===== src/rtl/cp0_irq_timer.sv =====
// ---------------------------------------------------------------------------
// cp0_irq_timer
//
// CP0 register file for the EX/MEM exception stage. Holds the exception/eret
// register set (Status, Cause, EPC, ErrEPC, BadVAddr), a Wired-bounded Random
// register for tlbwr, read-only Config1, sampled hardware interrupt lines and
// the masked interrupt request fed back to the pipeline. The Count/Compare
// timer and its timer interrupt (Cause.TI) are built only when the macro
// CP0_TIMER_EN is defined; otherwise Count/Compare read 0 and TI is 0.
//
// Parameters
//   TLB_ENTRY_NUM  TLB entries (2..64): Random upper bound, Config1.MMUSize
//   HW_INT_NUM     external interrupt lines (1..6) -> Cause.IP[2+N-1:2]
//   COUNT_DIV      enabled cycles per Count increment (1..16)
//   STATUS_RESET   Status reset value (writable bits only are kept)
//
// Ports
//   clk, rst                      clock, asynchronous active-low reset
//   cp0_enable                    global state-update enable
//   read_reg_num/sel, read_data   mfc0 port (combinational, no bypass)
//   write_enable, write_reg_num/sel, write_data   mtc0 port
//   hw_int                        external interrupt levels (sampled)
//   is_exception, Cause_ExcCode_from_exception, EPC_from_exception,
//   in_delayslot, BadVAddr_write_enable, BadVAddr_from_exception
//                                 exception commit
//   eret                          eret commit
//   int_req                       pending enabled interrupt
//   out_Status, out_Cause, out_EPC, eret_pc, out_Random   direct views
// ---------------------------------------------------------------------------
module cp0_irq_timer #(
    parameter int          TLB_ENTRY_NUM = 16,
    parameter int          HW_INT_NUM    = 6,
    parameter int          COUNT_DIV     = 2,
    parameter logic [31:0] STATUS_RESET  = 32'h0040_0001
) (
    input  logic                  clk,
    input  logic                  rst,
    input  logic                  cp0_enable,
    input  logic [4:0]            read_reg_num,
    input  logic [2:0]            read_reg_sel,
    output logic [31:0]           read_data,
    input  logic                  write_enable,
    input  logic [4:0]            write_reg_num,
    input  logic [2:0]            write_reg_sel,
    input  logic [31:0]           write_data,
    input  logic [HW_INT_NUM-1:0] hw_int,
    input  logic                  is_exception,
    input  logic [4:0]            Cause_ExcCode_from_exception,
    input  logic [31:0]           EPC_from_exception,
    input  logic                  in_delayslot,
    input  logic                  BadVAddr_write_enable,
    input  logic [31:0]           BadVAddr_from_exception,
    input  logic                  eret,
    output logic                  int_req,
    output logic [31:0]           out_Status,
    output logic [31:0]           out_Cause,
    output logic [31:0]           out_EPC,
    output logic [31:0]           eret_pc,
    output logic [5:0]            out_Random
);

    // Parameter range checks, resolved at elaboration.
    if (TLB_ENTRY_NUM < 2 || TLB_ENTRY_NUM > 64) begin : g_bad_tlb
        $error("cp0_irq_timer: TLB_ENTRY_NUM out of range 2..64");
    end
    if (HW_INT_NUM < 1 || HW_INT_NUM > 6) begin : g_bad_hw_int
        $error("cp0_irq_timer: HW_INT_NUM out of range 1..6");
    end
    if (COUNT_DIV < 1 || COUNT_DIV > 16) begin : g_bad_div
        $error("cp0_irq_timer: COUNT_DIV out of range 1..16");
    end

    localparam logic [5:0]  RANDOM_MAX    = 6'(TLB_ENTRY_NUM - 1);
    localparam logic [31:0] STATUS_MASK   = 32'h0040_FF07;   // BEV, IM, ERL, EXL, IE
    localparam logic [31:0] CONFIG1_VALUE = {1'b0, RANDOM_MAX, 25'd0};

    // {num, sel} keys of the implemented registers.
    localparam logic [7:0] REG_RANDOM   = {5'd1,  3'd0};
    localparam logic [7:0] REG_WIRED    = {5'd6,  3'd0};
    localparam logic [7:0] REG_BADVADDR = {5'd8,  3'd0};
    localparam logic [7:0] REG_COUNT    = {5'd9,  3'd0};
    localparam logic [7:0] REG_COMPARE  = {5'd11, 3'd0};
    localparam logic [7:0] REG_STATUS   = {5'd12, 3'd0};
    localparam logic [7:0] REG_CAUSE    = {5'd13, 3'd0};
    localparam logic [7:0] REG_EPC      = {5'd14, 3'd0};
    localparam logic [7:0] REG_CONFIG1  = {5'd16, 3'd1};
    localparam logic [7:0] REG_ERREPC   = {5'd30, 3'd0};

    // Status bit positions.
    localparam int ST_IE  = 0;
    localparam int ST_EXL = 1;
    localparam int ST_ERL = 2;

    // -----------------------------------------------------------------------
    // State
    // -----------------------------------------------------------------------
    logic [5:0]            random_q,   random_d;
    logic [5:0]            wired_q,    wired_d;
    logic [31:0]           badvaddr_q, badvaddr_d;
    logic [31:0]           status_q,   status_d;
    logic                  bd_q,       bd_d;
    logic                  iv_q,       iv_d;
    logic [1:0]            ip_sw_q,    ip_sw_d;
    logic [4:0]            exccode_q,  exccode_d;
    logic [HW_INT_NUM-1:0] hw_int_q;
    logic [31:0]           epc_q,      epc_d;
    logic [31:0]           errepc_q,   errepc_d;
    logic                  ti;

    // -----------------------------------------------------------------------
    // mtc0 decode
    // -----------------------------------------------------------------------
    logic [7:0] wr_key;
    logic       wr_wired, wr_status, wr_cause, wr_epc, wr_errepc;

    assign wr_key    = {write_reg_num, write_reg_sel};
    assign wr_wired  = write_enable && (wr_key == REG_WIRED);
    assign wr_status = write_enable && (wr_key == REG_STATUS);
    assign wr_cause  = write_enable && (wr_key == REG_CAUSE);
    assign wr_epc    = write_enable && (wr_key == REG_EPC);
    assign wr_errepc = write_enable && (wr_key == REG_ERREPC);

`ifdef CP0_TIMER_EN
    // -----------------------------------------------------------------------
    // Count/Compare timer
    // -----------------------------------------------------------------------
    localparam int DIV_W = (COUNT_DIV > 1) ? $clog2(COUNT_DIV) : 1;

    logic             wr_count, wr_compare;
    logic [DIV_W-1:0] div_q,     div_d;
    logic [31:0]      count_q,   count_d;
    logic [31:0]      compare_q, compare_d;
    logic             ti_q,      ti_d;
    logic             tick;
    logic [31:0]      count_inc;

    assign wr_count   = write_enable && (wr_key == REG_COUNT);
    assign wr_compare = write_enable && (wr_key == REG_COMPARE);
    assign tick       = (div_q == DIV_W'(COUNT_DIV - 1));
    assign count_inc  = count_q + 32'd1;

    // NOTE: every variable assigned in an always_comb gets a default first,
    // so no path through the block leaves it unassigned and infers a latch.
    always_comb begin
        div_d     = tick ? '0 : div_q + DIV_W'(1);
        count_d   = tick ? count_inc : count_q;
        compare_d = compare_q;
        ti_d      = ti_q;
        // TI is sticky until the next Compare write.
        if (tick && !wr_count && (count_inc == compare_q)) begin
            ti_d = 1'b1;
        end
        if (wr_count) begin
            count_d = write_data;
            div_d   = '0;
        end
        // A Compare write beats a same-cycle match.
        if (wr_compare) begin
            compare_d = write_data;
            ti_d      = 1'b0;
        end
    end

    always_ff @(posedge clk or negedge rst) begin
        if (!rst) begin
            div_q     <= '0;
            count_q   <= '0;
            compare_q <= '0;
            ti_q      <= 1'b0;
        end else if (cp0_enable) begin
            div_q     <= div_d;
            count_q   <= count_d;
            compare_q <= compare_d;
            ti_q      <= ti_d;
        end
    end

    assign ti = ti_q;
`else
    assign ti = 1'b0;
`endif

    // -----------------------------------------------------------------------
    // Next-state logic: exception > eret > mtc0 where they touch one field
    // -----------------------------------------------------------------------
    always_comb begin
        // Random: tlbwr victim pointer in [Wired, TLB_ENTRY_NUM-1].
        if (wr_wired || (random_q <= wired_q)) begin
            random_d = RANDOM_MAX;
        end else begin
            random_d = random_q - 6'd1;
        end

        wired_d = wired_q;
        if (wr_wired) begin
            wired_d = (write_data[5:0] > RANDOM_MAX) ? RANDOM_MAX : write_data[5:0];
        end

        // BadVAddr is architecturally read-only; only exceptions load it.
        badvaddr_d = badvaddr_q;
        if (is_exception && BadVAddr_write_enable) begin
            badvaddr_d = BadVAddr_from_exception;
        end

        status_d = status_q;
        if (wr_status) begin
            status_d = write_data & STATUS_MASK;
        end
        if (is_exception) begin
            status_d[ST_EXL] = 1'b1;
        end else if (eret) begin
            if (status_q[ST_ERL]) begin
                status_d[ST_ERL] = 1'b0;
            end else begin
                status_d[ST_EXL] = 1'b0;
            end
        end

        iv_d    = wr_cause ? write_data[23]  : iv_q;
        ip_sw_d = wr_cause ? write_data[9:8] : ip_sw_q;

        // A nested exception (EXL already set) keeps the original EPC/BD so
        // the outer handler still returns to the first faulting PC.
        bd_d      = bd_q;
        exccode_d = exccode_q;
        epc_d     = wr_epc ? write_data : epc_q;
        if (is_exception) begin
            exccode_d = Cause_ExcCode_from_exception;
            epc_d     = epc_q;
            if (!status_q[ST_EXL]) begin
                epc_d = EPC_from_exception;
                bd_d  = in_delayslot;
            end
        end

        errepc_d = errepc_q;
        if (is_exception) begin
            errepc_d = EPC_from_exception;
        end else if (wr_errepc) begin
            errepc_d = write_data;
        end
    end

    // NOTE: sequential state uses non-blocking assignments so every register
    // samples the pre-edge values of the others, independent of block order.
    // NOTE: every register here is small control state and gets an explicit
    // reset value; nothing in this block is a memory array.
    always_ff @(posedge clk or negedge rst) begin
        if (!rst) begin
            random_q   <= RANDOM_MAX;
            wired_q    <= '0;
            badvaddr_q <= '0;
            status_q   <= STATUS_RESET & STATUS_MASK;
            bd_q       <= 1'b0;
            iv_q       <= 1'b0;
            ip_sw_q    <= '0;
            exccode_q  <= '0;
            hw_int_q   <= '0;
            epc_q      <= '0;
            errepc_q   <= '0;
        end else if (cp0_enable) begin
            random_q   <= random_d;
            wired_q    <= wired_d;
            badvaddr_q <= badvaddr_d;
            status_q   <= status_d;
            bd_q       <= bd_d;
            iv_q       <= iv_d;
            ip_sw_q    <= ip_sw_d;
            exccode_q  <= exccode_d;
            hw_int_q   <= hw_int;
            epc_q      <= epc_d;
            errepc_q   <= errepc_d;
        end
    end

    // -----------------------------------------------------------------------
    // Cause view and interrupt request
    // -----------------------------------------------------------------------
    logic [5:0]  hw_ip;
    logic [7:0]  cause_ip;
    logic [31:0] cause_value;

    always_comb begin
        hw_ip                   = '0;
        hw_ip[HW_INT_NUM-1:0]   = hw_int_q;
        // IP7 is shared between hw line 5 and the timer interrupt.
        cause_ip    = {hw_ip[5] | ti, hw_ip[4:0], ip_sw_q};
        cause_value = {bd_q, ti, 6'd0, iv_q, 7'd0, cause_ip, 1'b0, exccode_q, 2'b00};
    end

    assign int_req = status_q[ST_IE] & ~status_q[ST_EXL] & ~status_q[ST_ERL]
                   & (|(cause_ip & status_q[15:8]));

    assign out_Status = status_q;
    assign out_Cause  = cause_value;
    assign out_EPC    = epc_q;
    assign eret_pc    = status_q[ST_ERL] ? errepc_q : epc_q;
    assign out_Random = random_q;

    // -----------------------------------------------------------------------
    // mfc0 read mux
    // -----------------------------------------------------------------------
    always_comb begin
        read_data = '0;
        case ({read_reg_num, read_reg_sel})
            REG_RANDOM:   read_data = {26'd0, random_q};
            REG_WIRED:    read_data = {26'd0, wired_q};
            REG_BADVADDR: read_data = badvaddr_q;
`ifdef CP0_TIMER_EN
            REG_COUNT:    read_data = count_q;
            REG_COMPARE:  read_data = compare_q;
`endif
            REG_STATUS:   read_data = status_q;
            REG_CAUSE:    read_data = cause_value;
            REG_EPC:      read_data = epc_q;
            REG_CONFIG1:  read_data = CONFIG1_VALUE;
            REG_ERREPC:   read_data = errepc_q;
            default:      read_data = '0;
        endcase
    end

endmodule


===== config.mk =====
export PLATFORM = sky130hd
export DESIGN_NAME = cp0_irq_timer
export DESIGN_NICKNAME = d
export VERILOG_FILES = /design/src/rtl/cp0_irq_timer.sv
export SDC_FILE = /design/constraint.sdc
export NUM_CORES = 1
export LEC_CHECK = 0
export CAP_MARGIN = 5
export CORE_MARGIN = 4
export CORE_UTILIZATION = 44
export DETAILED_ROUTE_END_ITERATION = 8
export PLACE_DENSITY = 0.8
export SLEW_MARGIN = 20
export SYNTH_ARGS = -nofsm -noshare
export SYNTH_HDL_FRONTEND = slang
export SYNTH_SLANG_ARGS = --single-unit
export TNS_END_PERCENT = 5

===== constraint.sdc =====
create_clock -name clk -period 2.39 [get_ports clk]
set_clock_uncertainty 0.15 [all_clocks]
set_input_delay 0.3585 -clock clk [delete_from_list [all_inputs] [get_ports clk]]
set_output_delay 0.3585 -clock clk [all_outputs]
set_load 0.05 [all_outputs]

; Yosys cells after proc, flatten, opt, wreduce, memory -nomap -nowiden
; Cells that the tools add are included.
[totals]
input_bits = 131
word_cells = 68
reg_bits = 135
[classes]
bitwise = 6
eq_ne = 14
n_mux = 15
reduce_logical = 18
addsub = 1
order_cmp = 2
[ops]
columns = cell, count
row1 = $pmux W32 S8, 1
row2 = $mux W32, 6
row3 = $eq A8 B7 Y1 const B, 7
row4 = $eq A8 B8 Y1 const B, 3
row5 = $eq A8 B6 Y1 const B, 2
row6 = $mux W6, 2
row7 = $reduce_and A2 Y1, 6
row8 = $and A8 B8 Y8, 1
row9 = $eq A8 B4 Y1 const B, 1
row10 = $reduce_or A8 Y1, 1
row11 = $gt A6 B4 Y1 const B, 1
row12 = $le A6 B6 Y1, 1
row13 = $logic_and A1 B1 Y1, 6
row14 = $reduce_and A3 Y1, 2
row15 = $sub A6 B1 Y6 const B, 1
row16 = $mux W1, 4
row17 = $reduce_bool A2 Y1, 2
row18 = $and A1 B1 Y1, 3
row19 = $mux W3, 1
row20 = $mux W2, 1
row21 = $ne A2 B2 Y1 const B, 1
row22 = $not A1 Y1, 2
row23 = $logic_or A1 B1 Y1, 1

; Longest topological paths before layout
; Gate-level depths: netlist (run 1).
[logic_depth]
ltp_word = 6
ltp_mapped = 8
mapped_depth_nobuf = 7

; Worst setup path after synthesis (run 1)
; Ideal clock, no wire load.
[synth_path]
path_kind = input to output
from = in read_reg_num[4]
to = out read_data[12]
stages = 6
n_path_buf = 2
t_arrival_ps = 2503
path_slack_ps = -622
cell_sequence = buf_2 -> nor3_1 -> nand2_1 -> or4_1 -> clkbuf_1 -> o21ai_0
[synth_via]
elab_chain_cells = 2
word_cells_on_any_way = 9
cone_classes = 8 x eq/ne / 1 x mux
[synth_lines]
columns = item, line_no
row1 = start: declaration, 39  ; input logic [4:0] read_reg_num,
row2 = $eq A8 B8 Y1 (tied with other cells), 305  ; case ({read_reg_num, read_reg_sel})
row3 = $pmux W32 S8 (*), 305
row4 = end: declaration, 41  ; output logic [31:0] read_data,
; Mark *: on every way between the ends. The rest lies on a longest branch, timed or not.

; Final worst setup path (run 1)
[layout_path]
from = in read_reg_sel[0]
to = out read_data[0]
[layout_via]
elab_chain_cells = 2
word_cells_on_any_way = 9
cone_classes = 8 x eq/ne / 1 x mux
[layout_lines]
columns = item, line_no
row1 = start: declaration, 40  ; input logic [2:0] read_reg_sel,
row2 = $eq A8 B8 Y1 (tied with other cells), 305
row3 = $pmux W32 S8 (*), 305
; Marks and branches as above.

==> results of run 1 <==
## worst paths after layout
check / to / cells after the start
setup / recovery: read_data[0] / 7
hold / removal: badvaddr_q[13] / 1
setup reg to reg: out_Random[5] / 6
hold reg to reg: badvaddr_q[13] / 1
max in group asynchronous: badvaddr_q[6] / 3
min in group asynchronous: badvaddr_q[8] / 2
## worst register-to-register path, cell delays in order, from the launching register on
cell                       delay, ns
sky130_fd_sc_hd__dfstp_2        0.54
sky130_fd_sc_hd__ha_1           0.23
sky130_fd_sc_hd__and4_1         0.19
sky130_fd_sc_hd__and3_1         0.19
sky130_fd_sc_hd__a311oi_2       0.39
sky130_fd_sc_hd__inv_1          0.11
sky130_fd_sc_hd__a21oi_1        0.19
## metrics by stage
stage	util	instances	setup TNS, ns	instance area [sq um]	total power (W)
floorplan	-	756	-4.81	7490	0.00487
global placement	0.672	1221	-29.58	10800	0.00603
detailed placement	0.672	1221	-30.78	10800	0.00609
CTS	0.722	1259	-1.97	11600	0.00916
global route	0.730	1265	-0.434	11800	0.00947
finish	0.730	1265	-0.0618	11800	0.00917
## Yosys cell counts, drive strengths merged (2+ instances only)
cell type | count | area, sq um
nor4 | 5 | 31.3
or4bb | 2 | 22.5
dfstp | 6 | 158
a21oi | 70 | 350
o211ai | 2 | 15.0
a222oi | 13 | 130
clkbuf | 19 | 71.3
a2bb2oi | 3 | 26.3
nor2 | 78 | 293
nand3b | 2 | 15.0
a221o | 8 | 80.1
nand2 | 42 | 158
mux2i | 44 | 440
buf | 65 | 435
nor2b | 3 | 18.8
inv | 29 | 109
nor4b | 2 | 23.8
a22o | 2 | 17.5
ha | 7 | 87.6
and3 | 6 | 37.5
o21ai | 38 | 190
nand3 | 10 | 50.1
nor3 | 5 | 30.0
nand4 | 2 | 12.5
dfrtp | 129 | 3230
o21a | 5 | 37.5
nor4bb | 2 | 20.0
mux2 | 86 | 968
a22oi | 17 | 128
or4 | 2 | 15.0
## sequential cells by signal, summed over array words and instances (netlist names)
signal,cells
badvaddr_q,32
bd_q,1
errepc_q,32
exccode_q,5
hw_int_q,6
ip_sw_q,2
iv_q,1
out_EPC,32
out_Random,6
out_Status,12
wired_q,6
## final cells by class
type / count / area share
Clock inverter: 8 / 0.0162
Sequential cell: 135 / 0.288
Inverter: 29 / 0.00925
Clock buffer: 24 / 0.0418
Timing Repair Buffer: 344 / 0.312
Multi-Input combinational cell: 509 / 0.310
Tap cell: 216 / 0.0230
## cell families (layout without fill, tap and decap cells)
kind of cell    Yosys count  in the layout  synth area share
flops                   135            135             0.461
other cells               1             37          0.000511
compound gates          165            165             0.143
buf+inv                 113            405            0.0839
simple gates            168            169             0.106
mux                     130            130             0.192
xor+xnor                  1              1           0.00119
fa+ha+maj                 7              7            0.0119
## metal layers
| metal | wire length [um] | vias to the layer above | GRT usage |
|---|---|---|---|
| li1 | - | 3141 | - |
| met1 | 10200 | 3419 | 0.328 |
| met2 | 14200 | 378 | 0.503 |
| met3 | 2120 | 49 | 0.0632 |
| met4 | 702 | 0 | 0.108 |
| met5 | 0 | - | 0 |
## placed cells by master, fill, tap and decap left out, drive strengths merged, types with 7 or more instances in the layout
master / count
a21oi: 70
dfrtp: 129
a222oi: 13
nand3: 10
mux2: 86
buf: 154
a221o: 8
clkbuf: 29
o21ai: 38
conb: 37
clkdlybuf4s50: 181
inv: 29
mux2i: 44
nor2: 78
ha: 7
nand2: 42
a22oi: 17
## timing repair
action                                  in CTS  in global routing
resized for setup                           50                 38
setup buffers                                4                  4
pin swaps                                    6                  7
endpoints found under the hold margin       59                  0
gates cloned                                 1                  2
hold buffers                                 1                  0
endpoints found under the setup margin      50                 40
## report_power, final
part	switching (W)	internal (W)	total [W]
Clock	0.000980	0.00207	0.00305
Sequential	0.000331	0.00264	0.00297
Combinational	0.00197	0.00117	0.00315
Total	0.00328	0.00589	0.00917
==> qor.tcl, run 1 <==
set qor(timing.final.crit_period_ns) 2.45
set qor(dp_slack_ns) -0.491
set qor(synth-warning-count) 0
set qor(ys_seq_elements) 135
set qor(clock_sink_count) 135
set qor(die_height_um) 137
set qor(critical-path-top-cell-by-count) {sky130_fd_sc_hd__buf_6}
set qor(synthesis.area_per_instance_sq_um) 10.2
set qor(netlist_area_sq_um) 7340
set qor(setup_slack_ns) -0.0606
set qor(fp.dieW_um) 137
set qor(cts.clk_slew.worst_paths_ns) 0.06
set qor(area_of_the_core_sq_um) 16100
set qor(grt_first_pass_wirelength_um) 39900
set qor(worst_pin_slew_ns) 0.677
set qor(synthesis.instances) 720
set qor(hold_class) {register to register}
set qor(num_io_pins) 298
set qor(cts_root_buffer) {sky130_fd_sc_hd__clkbuf_16}
set qor(worstPathMaxFanout) 6
set qor(ys_dominant_reg_cell) {sky130_fd_sc_hd__dfrtp_1}
set qor(timing.max_slew.rel_slack) 0.549
set qor(grt_start_max_net_pins) 68
set qor(cp_cell_sequence) {buf_6 > nor3_4 > buf_6 > nand2_4 > or4_4 > o211ai_1 > clkbuf_16}
set qor(slew_viol_final) 0
set qor(synth.distinct_cells) 51
set qor(nFillCells) 1140
set qor(die-area_sq_um) 18800
set qor(regArea_sq_um) 3390
set qor(grt_antenna_before_repair) 1
set qor(effective_utilization_at_floorplan) 0.455
set qor(routedWlPerCell_um) 21.5
set qor(gp_congestion) 0.835
set qor(cts_max_level) 4
set qor(final_layout_size_suffix_gt1_frac) 0.300
set qor(dr_vias_cell) 5.52
set qor(async_reset_ff_frac) 1.00
set qor(detailed_place_hpwl_um) 19600
set qor(launch_point_of_the_worst_reg_to_reg_path) {out_Random[3]}
set qor(outcome) {finished with violations}
set qor(timing.critical_path.to_type) {primary output}
set qor(synth_enable_flop_cells) 0
set qor(crit_path_top_delay_cell) {sky130_fd_sc_hd__or4_4}
set qor(setup.worst_path.start_class) {primary input}
set qor(cts_max_path_buffers) 2
set qor(finalHoldViolCount) 0
set qor(number_of_global_route_vias_before_repair) 7245
set qor(final_worst_path_cycle_share) 1.03
set qor(unrepaired_setup_endpoints_after_global_routing) {true}
set qor(global_route.usage.total) 0.282
set qor(layout-area-overhead-vs-synth_pct) 60.3
set qor(fin_nets) 1174
set qor(worst-r2r-setup-slack_ns) 0.32
set qor(firstDrtPassIters) 6
set qor(drtIter0Drc) 525
set qor(holdWs_ns) 0.357
set qor(ir_worst_vdd_v) 0.000648
set qor(vias) 6987
set qor(grt_overflow_total) 0
set qor(slowest_delay_ns) 0.51
set qor(critical-path-top-delay-family) {simple AND/OR/NAND/NOR gates}
set qor(worst-endpoint-required_ns) 1.88
set qor(finalWirelength_um) 27200
set qor(clock.fmax_mhz) 408
set qor(insertion_delay_ns) 0.41
set qor(tritoncts) {yes}
set qor(worstPathArrival_ns) 1.94
set qor(hold_path_startpoint) {badvaddr_q[13]}
set qor(synth_seq_area_share) 0.461
set qor(p_leak_nw) 5.23
set qor(antenna_cells) 0
set qor(worstSetupPathType) {primary input to primary output}
set qor(cts-buffers-inserted) 17
set qor(max_cap_viol_count) 0
set qor(numPortBuffers) 260
set qor(antenna_violating_nets_post_route) 0
set qor(crit_path_start) {read_reg_sel[0]}
set qor(multiInputGateArea_sq_um) 3640
set qor(critical_path.n_buffers_inverters) 3
set qor(violated_checks) {negative setup slack}
set qor(drc_errors) 0
set qor(report.final.setup_viol) 2
set qor(cellPowerDensity_nw_per_um2) 779
set qor(fp-row-count) 46
Note: power is estimated with default switching activity, not from simulation.
==> inputs of run 2 (changes only) <==
--- a/config.mk
+++ b/config.mk
@@ -10,7 +10,8 @@
 export CORE_UTILIZATION = 44
 export DETAILED_ROUTE_END_ITERATION = 8
 export PLACE_DENSITY = 0.8
-export SLEW_MARGIN = 20
+export SETUP_SLACK_MARGIN = 0.02
+export SLEW_MARGIN = 25
 export SYNTH_ARGS = -nofsm -noshare
 export SYNTH_HDL_FRONTEND = slang
 export SYNTH_SLANG_ARGS = --single-unit
==> run 2 against run 1 <==
  * Maximum frequency grew 0.31%
  * The flow still finishes with violations (negative setup slack)
  * Highest routed layer unchanged
  * Flip-flop and latch count is the same
  * Clock power is essentially flat
  * Critical path depth is the same
  * Core utilization grew 0.29 points
==> qor.tcl, run 2 (same netlist as run 1, synthesis figures left out) <==
set qor(fp.dieW_um) 137 ;# unchanged
set qor(cts_root_buffer) {sky130_fd_sc_hd__clkbuf_16}
set qor(vias) 6987 ;# unchanged
set qor(violated_checks) {negative setup slack}
set qor(report.final.setup_viol) 1 ;# -1
set qor(worstPathMaxFanout) 6 ;# unchanged
set qor(worst-r2r-setup-slack_ns) 0.32 ;# about the same
set qor(report.power.total_w) 0.00920 ;# +0.31%
set qor(die_height_um) 137 ;# unchanged
set qor(unrepaired_setup_endpoints_after_global_routing) {true}
set qor(cellPowerDensity_nw_per_um2) 779 ;# about the same
set qor(setup_slack_ns) -0.0530 ;# +0.00765 ns
set qor(grt_first_pass_wirelength_um) 39900 ;# unchanged
set qor(worstSetupPathType) {primary input to primary output}
set qor(final_layout_size_suffix_gt1_frac) 0.300 ;# unchanged
set qor(grt_overflow_total) 0 ;# unchanged
set qor(cts_max_path_buffers) 2 ;# unchanged
set qor(numPortBuffers) 260 ;# unchanged
set qor(layout_common_cells) {sky130_fd_sc_hd__clkdlybuf4s50_1, sky130_fd_sc_hd__dfrtp_1, sky130_fd_sc_hd__mux2_2}
set qor(launch_point_of_the_worst_reg_to_reg_path) {out_Random[3]}
set qor(rr_worst_depth) 6 ;# unchanged
set qor(max_cap_viol_count) 0 ;# unchanged
set qor(crit_path_top_delay_cell) {sky130_fd_sc_hd__or4_4}
set qor(stdcell_area_sq_um) 11800 ;# +0.39%
set qor(place_area_sq_um) 10800 ;# unchanged
set qor(hold_path_end) {badvaddr_q[13]}
set qor(detailed_place_hpwl_um) 19600 ;# unchanged
set qor(timing.critical_path.to_type) {primary output}
set qor(finalHoldViolCount) 0 ;# unchanged
set qor(timing.final.crit_period_ns) 2.44 ;# -0.00765 ns
set qor(hold_class) {register to register}
set qor(crit_path_start) {read_reg_sel[0]}
set qor(insertion_delay_ns) 0.41 ;# about the same
set qor(setup.worst_path.start_class) {primary input}
set qor(layout-area-overhead-vs-synth_pct) 60.9
set qor(cp_cell_sequence) {buf_6 > nor3_4 > buf_6 > nand2_4 > or4_4 > o211ai_1 > clkbuf_16}
set qor(global_route.usage.total) 0.282 ;# unchanged
set qor(firstDrtPassIters) 6 ;# unchanged
set qor(area_of_the_core_sq_um) 16100 ;# unchanged
set qor(die-area_sq_um) 18800 ;# unchanged
set qor(fin_nets) 1174 ;# unchanged
set qor(grt_antenna_before_repair) 1 ;# unchanged
set qor(number_of_global_route_vias_before_repair) 7245 ;# unchanged
set qor(timing.max_slew.rel_slack) 0.548 ;# about the same
set qor(layout.core_utilization) 0.733 ;# +0.00287
set qor(holdWs_ns) 0.357 ;# +0.000112 ns
set qor(clock_sink_count) 135 ;# unchanged
set qor(routedWlPerCell_um) 21.5 ;# about the same
set qor(dr_vias_cell) 5.52 ;# about the same
set qor(drc_errors) 0 ;# unchanged
set qor(cts-buffers-inserted) 17 ;# unchanged
set qor(ir_worst_vdd_v) 0.000650 ;# +0.29%
set qor(layout.cells.most_common) {sky130_fd_sc_hd__clkdlybuf4s50_1}
set qor(antenna_violating_nets_post_route) 0 ;# unchanged
set qor(finalWirelength_um) 27200 ;# +0.14%
set qor(cts_max_level) 4 ;# unchanged
set qor(worst-endpoint-required_ns) 1.88 ;# about the same
set qor(clock.fmax_mhz) 409 ;# +0.31%
set qor(worst_pin_slew_ns) 0.677 ;# +0.000208 ns
set qor(grt_start_max_net_pins) 68 ;# unchanged
set qor(fp-row-count) 46 ;# unchanged
set qor(num_io_pins) 298 ;# unchanged
set qor(p_leak_nw) 5.25 ;# +0.28%
set qor(slew_viol_final) 0 ;# unchanged
set qor(tritoncts) {yes}
set qor(r2r-end) {out_Random[5]}
set qor(drtIter0Drc) 536 ;# +2.1%
set qor(critical-path-top-cell-by-count) {sky130_fd_sc_hd__buf_6}
set qor(outcome) {finished with violations}
set qor(cts.clk_slew.worst_paths_ns) 0.06 ;# about the same
set qor(slowest_delay_ns) 0.51 ;# about the same
set qor(whs_path_depth) 1 ;# unchanged
set qor(hold_path_startpoint) {badvaddr_q[13]}
set qor(final_worst_path_cycle_share) 1.02 ;# -0.00320
set qor(gp_congestion) 0.835 ;# unchanged
set qor(worstPathArrival_ns) 1.93 ;# about the same
set qor(effective_utilization_at_floorplan) 0.455 ;# unchanged
set qor(setup_total_negative_slack_ns) -0.0530 ;# +0.00881 ns
run 2: worst max-delay path by stage:
| stage | slack, ns | depth (start not counted) | end |
|---|---|---|---|
| final | -0.05 | 7 | read_data[0] |
| after floorplan | -0.27 | 3 | eret_pc[25] |
| after CTS | -0.15 | 7 | read_data[0] |
| after detailed placement | -0.49 | 8 | read_data[10] |
| after global routing | -0.07 | 9 | read_data[3] |
| after global placement | -0.54 | 8 | read_data[10] |
run 2: metal layers:
| metal | wire, um | share of wire | GRT usage | vias to the layer above |
|---|---|---|---|---|
| li1 | - | - | - | 3143 |
| met1 | 10200 | 0.37 | 0.328 | 3415 |
| met2 | 14200 | 0.52 | 0.503 | 378 |
| met3 | 2110 | 0.078 | 0.0632 | 51 |
| met4 | 739 | 0.027 | 0.108 | 0 |
| met5 | 0 | 0 | 0 | - |
run 2: area by class of cell:
type	count	area, sq um
Multi-Input combinational cell	509	3640
Fill cell	1140	4310
Inverter	29	109
Clock inverter	8	190
Clock buffer	24	492
Timing Repair Buffer	344	3710
Sequential cell	135	3390
Tap cell	216	270
Antenna cell	1	2.50
run 2: report_power, final:
| group | internal [W] | total, W | switching, W | leakage, nW |
|---|---|---|---|---|
| Combinational | 0.00120 | 0.00317 | 0.00198 | 3.36 |
| Sequential | 0.00264 | 0.00297 | 0.000331 | 1.55 |
| Clock | 0.00207 | 0.00305 | 0.000980 | 0.334 |
run 2: critical path, delay by kind of cell:
kind | cells | cell delay (ns)
AOI/OAI and AO/OA | 1 | 0.31
and+or+nand+nor | 3 | 0.79
buffers and inverters | 3 | 0.47
run 2: repair_timing:
action	4_1_cts	5_1_grt
cloned	1	2
buffers inserted	4	4
resized for setup	51	51
hold endpoints to repair	59	0
hold buffers	1	0
pin swaps	6	11
setup endpoints to repair	52	62
run 2: stage by stage:
step | std cells | setup WS (ns)
detailed placement | 1221 | -0.491
floorplan | 756 | -0.270
global placement | 1221 | -0.545
finish | 1266 | -0.0530
CTS | 1259 | -0.146
global route | 1266 | -0.0747
==> inputs of run 3 (changes only) <==
--- a/config.mk
+++ b/config.mk
@@ -9,6 +9,7 @@
 export CORE_MARGIN = 4
 export CORE_UTILIZATION = 44
 export DETAILED_ROUTE_END_ITERATION = 8
+export MAX_ROUTING_LAYER = met4
 export PLACE_DENSITY = 0.8
 export SETUP_SLACK_MARGIN = 0.02
 export SLEW_MARGIN = 25
==> run 3 against run 2 <==
  * The flow still finishes with violations (negative setup slack)
  * Via count shrank 0.40%
  * Sequential power is essentially flat
  * Total power is essentially flat
  * Non-clock buffer count shrank 1
  * Clock power is essentially flat
  * Sequential share of layout area is essentially flat
  * Critical path depth is the same
  * Worst hold slack lost 0.00051 ns
  * Count of clock-buffer cells in the layout is the same
  * Final area is essentially flat
  * Flip-flop and latch count is the same
  * Final cell count is essentially flat
  * Critical path type unchanged
  * Largest cell class unchanged
==> qor.tcl, run 3 (same netlist as run 1, synthesis figures left out) <==
set qor(outcome) {finished with violations}
set qor(violated_checks) {negative setup slack}
set qor(firstDrtPassIters) 5 ;# -1
set qor(global_route.usage.total) 0.290 ;# +0.00856
set qor(worst_pin_slew_ns) 0.666 ;# -0.0109 ns
set qor(power.share.switching) 0.357 ;# about the same
set qor(worstPathArrival_ns) 1.94 ;# about the same
set qor(intPower_w) 0.00591 ;# about the same
set qor(tritoncts) {yes}
set qor(power.sequential.fraction) 0.324 ;# about the same
set qor(topRoutingLayerUsed) {met4}
set qor(worst-endpoint-required_ns) 1.88 ;# about the same
set qor(fin_nets) 1173 ;# -0.085%
set qor(grt_first_pass_wirelength_um) 39900 ;# about the same
set qor(vias) 6959 ;# -0.40%
set qor(dr_vias_cell) 5.50 ;# -0.32%
set qor(numPortBuffers) 260 ;# unchanged
set qor(grt_antenna_before_repair) 1 ;# unchanged
set qor(dr_wl_met2_um) 14000 ;# -1.4%
set qor(regArea_sq_um) 3390 ;# unchanged
set qor(area_of_the_core_sq_um) 16100 ;# unchanged
set qor(antenna_violating_nets_post_route) 0 ;# unchanged
set qor(layout.cells.most_common) {sky130_fd_sc_hd__clkdlybuf4s50_1}
set qor(power.share.combinational) 0.345 ;# about the same
set qor(p_leak_nw) 5.24 ;# -0.11%
set qor(effective_utilization_at_floorplan) 0.455 ;# unchanged
set qor(final_worst_path_cycle_share) 1.02 ;# +0.00186
set qor(detailed_place_hpwl_um) 19600 ;# unchanged
set qor(unrepaired_setup_endpoints_after_global_routing) {true}
set qor(ir_worst_vdd_v) 0.000650 ;# about the same
set qor(timing.critical_path.to_type) {primary output}
set qor(worstSetupPathType) {primary input to primary output}
set qor(nFillCells) 1143 ;# +0.26%
set qor(dp_slack_ns) -0.491 ;# unchanged
set qor(insertion_delay_ns) 0.42 ;# about the same
set qor(wl_met1_um) 10200 ;# +0.29%
set qor(cts_max_level) 4 ;# unchanged
set qor(clock_sink_count) 135 ;# unchanged
set qor(number_of_global_route_vias_before_repair) 7246 ;# +0.014%
set qor(worstPathMaxFanout) 6 ;# unchanged
set qor(cts-buffers-inserted) 17 ;# unchanged
set qor(multiInputGateArea_sq_um) 3650 ;# +0.27%
set qor(die-area_sq_um) 18800 ;# unchanged
set qor(finalHoldViolCount) 0 ;# unchanged
set qor(final_layout_size_suffix_gt1_frac) 0.301 ;# about the same
set qor(clock.fmax_mhz) 409 ;# -0.18%
set qor(num_io_pins) 298 ;# unchanged
set qor(drtIter0Drc) 447 ;# -17%
set qor(fp-row-count) 46 ;# unchanged
set qor(setup_slack_ns) -0.0574 ;# -0.00446 ns
set qor(detailroute.wirelength.met3_um) 1930 ;# -8.5%
set qor(slew_viol_final) 0 ;# unchanged
set qor(report.final.setup_viol) 2 ;# +1
set qor(max_cap_viol_count) 0 ;# unchanged
set qor(hold_class) {register to register}
set qor(pwr-share-clk) 0.331 ;# about the same
set qor(power_switching_w) 0.00329 ;# about the same
set qor(cts_root_buffer) {sky130_fd_sc_hd__clkbuf_16}
set qor(cellPowerDensity_nw_per_um2) 780 ;# about the same
set qor(cts.clk_slew.worst_paths_ns) 0.06 ;# about the same
set qor(grt_overflow_total) 0 ;# unchanged
set qor(cts_max_path_buffers) 2 ;# unchanged
set qor(timing.final.crit_period_ns) 2.45 ;# +0.00446 ns
set qor(layout_common_cells) {sky130_fd_sc_hd__clkdlybuf4s50_1, sky130_fd_sc_hd__dfrtp_1, sky130_fd_sc_hd__mux2_2}
set qor(die_height_um) 137 ;# unchanged
set qor(grt_start_max_net_pins) 68 ;# unchanged
set qor(stdcell_area_sq_um) 11800 ;# about the same
set qor(finalWirelength_um) 27000 ;# -0.88%
set qor(place_area_sq_um) 10800 ;# unchanged
set qor(timing.max_slew.rel_slack) 0.556 ;# +0.00728
set qor(fp.dieW_um) 137 ;# unchanged
set qor(gp_congestion) 0.848 ;# +1.5%
set qor(drc_errors) 0 ;# unchanged
set qor(setup.worst_path.start_class) {primary input}
set qor(routedWlPerCell_um) 21.3 ;# -0.80%
set qor(layout-area-overhead-vs-synth_pct) 60.8 ;# about the same
## run 3: cell types whose count changed in the layout (fill, tap and decap cells not counted), sizes merged
cell / previous run / this run
clkbuf: 30 / 29
## run 3: final timing paths
| kind | end | startpoint | slack [ns] | cells past startpoint |
|---|---|---|---|---|
| setup / recovery | read_data[0] | read_reg_sel[0] | -0.06 | 7 |
| hold / removal | badvaddr_q[13] | badvaddr_q[13] | 0.36 | 1 |
| setup reg to reg | out_Random[5] | out_Random[3] | 0.32 | 6 |
| hold reg to reg | badvaddr_q[13] | badvaddr_q[13] | 0.36 | 1 |
| max in group asynchronous | out_EPC[2] | rst | 1.06 | 3 |
| min in group asynchronous | badvaddr_q[8] | rst | 0.38 | 2 |
## run 3: cell type report
cell class	instances	area share
Antenna cell	1	0.000212
Clock buffer	24	0.0417
Clock inverter	8	0.0161
Inverter	29	0.00923
Multi-Input combinational cell	509	0.310
Sequential cell	135	0.287
Tap cell	216	0.0229
Timing Repair Buffer	343	0.313
## run 3: critical path: stages
cell	delay (ns)
sky130_fd_sc_hd__buf_6	0.10
sky130_fd_sc_hd__nor3_4	0.21
sky130_fd_sc_hd__buf_6	0.14
sky130_fd_sc_hd__nand2_4	0.07
sky130_fd_sc_hd__or4_4	0.51
sky130_fd_sc_hd__o211ai_1	0.31
sky130_fd_sc_hd__clkbuf_16	0.23
## run 3: what timing repair did
item                                   4_1_cts  5_1_grt
gates cloned                                 1        1
endpoints found under the hold margin       59        0
buffers inserted                             4        4
hold buffers                                 1        0
pin swaps                                    6       11
setup endpoints to repair                   52       63
resized for setup                           51       54
## run 3: power by group through the flow
stage	logic [W]	clock network (W)	registers, W
6_report	0.00317	0.00305	0.00298
5_1_grt	0.00333	0.00316	0.00302
4_1_cts	0.00313	0.00307	0.00297
3_5_place_dp	0.00310	0	0.00299
3_3_place_gp	0.00305	0	0.00298
2_1_floorplan	0.00139	0	0.00348
## run 3: layer usage
| layer | vias to the layer above | global-route usage |
|---|---|---|
| met5 | - | - |
| met4 | 0 | 0.108 |
| met3 | 63 | 0.0610 |
| met2 | 351 | 0.503 |
| met1 | 3403 | 0.331 |
| li1 | 3142 | - |
## run 3: stage by stage
| step | util | TNS, ns | total power (W) | hold slack [ns] | cells |
|---|---|---|---|---|---|
| 3_5_place_dp | 0.672 | -30.78 | 0.00609 | 0.270 | 1221 |
| 3_3_place_gp | 0.672 | -29.58 | 0.00603 | 0.259 | 1221 |
| 4_1_cts | 0.722 | -1.97 | 0.00916 | 0.356 | 1259 |
| 5_1_grt | 0.732 | -0.288 | 0.00951 | 0.362 | 1265 |
| 6_report | 0.732 | -0.0689 | 0.00920 | 0.356 | 1265 |
| 2_1_floorplan | - | -4.81 | 0.00487 | -0.0871 | 756 |
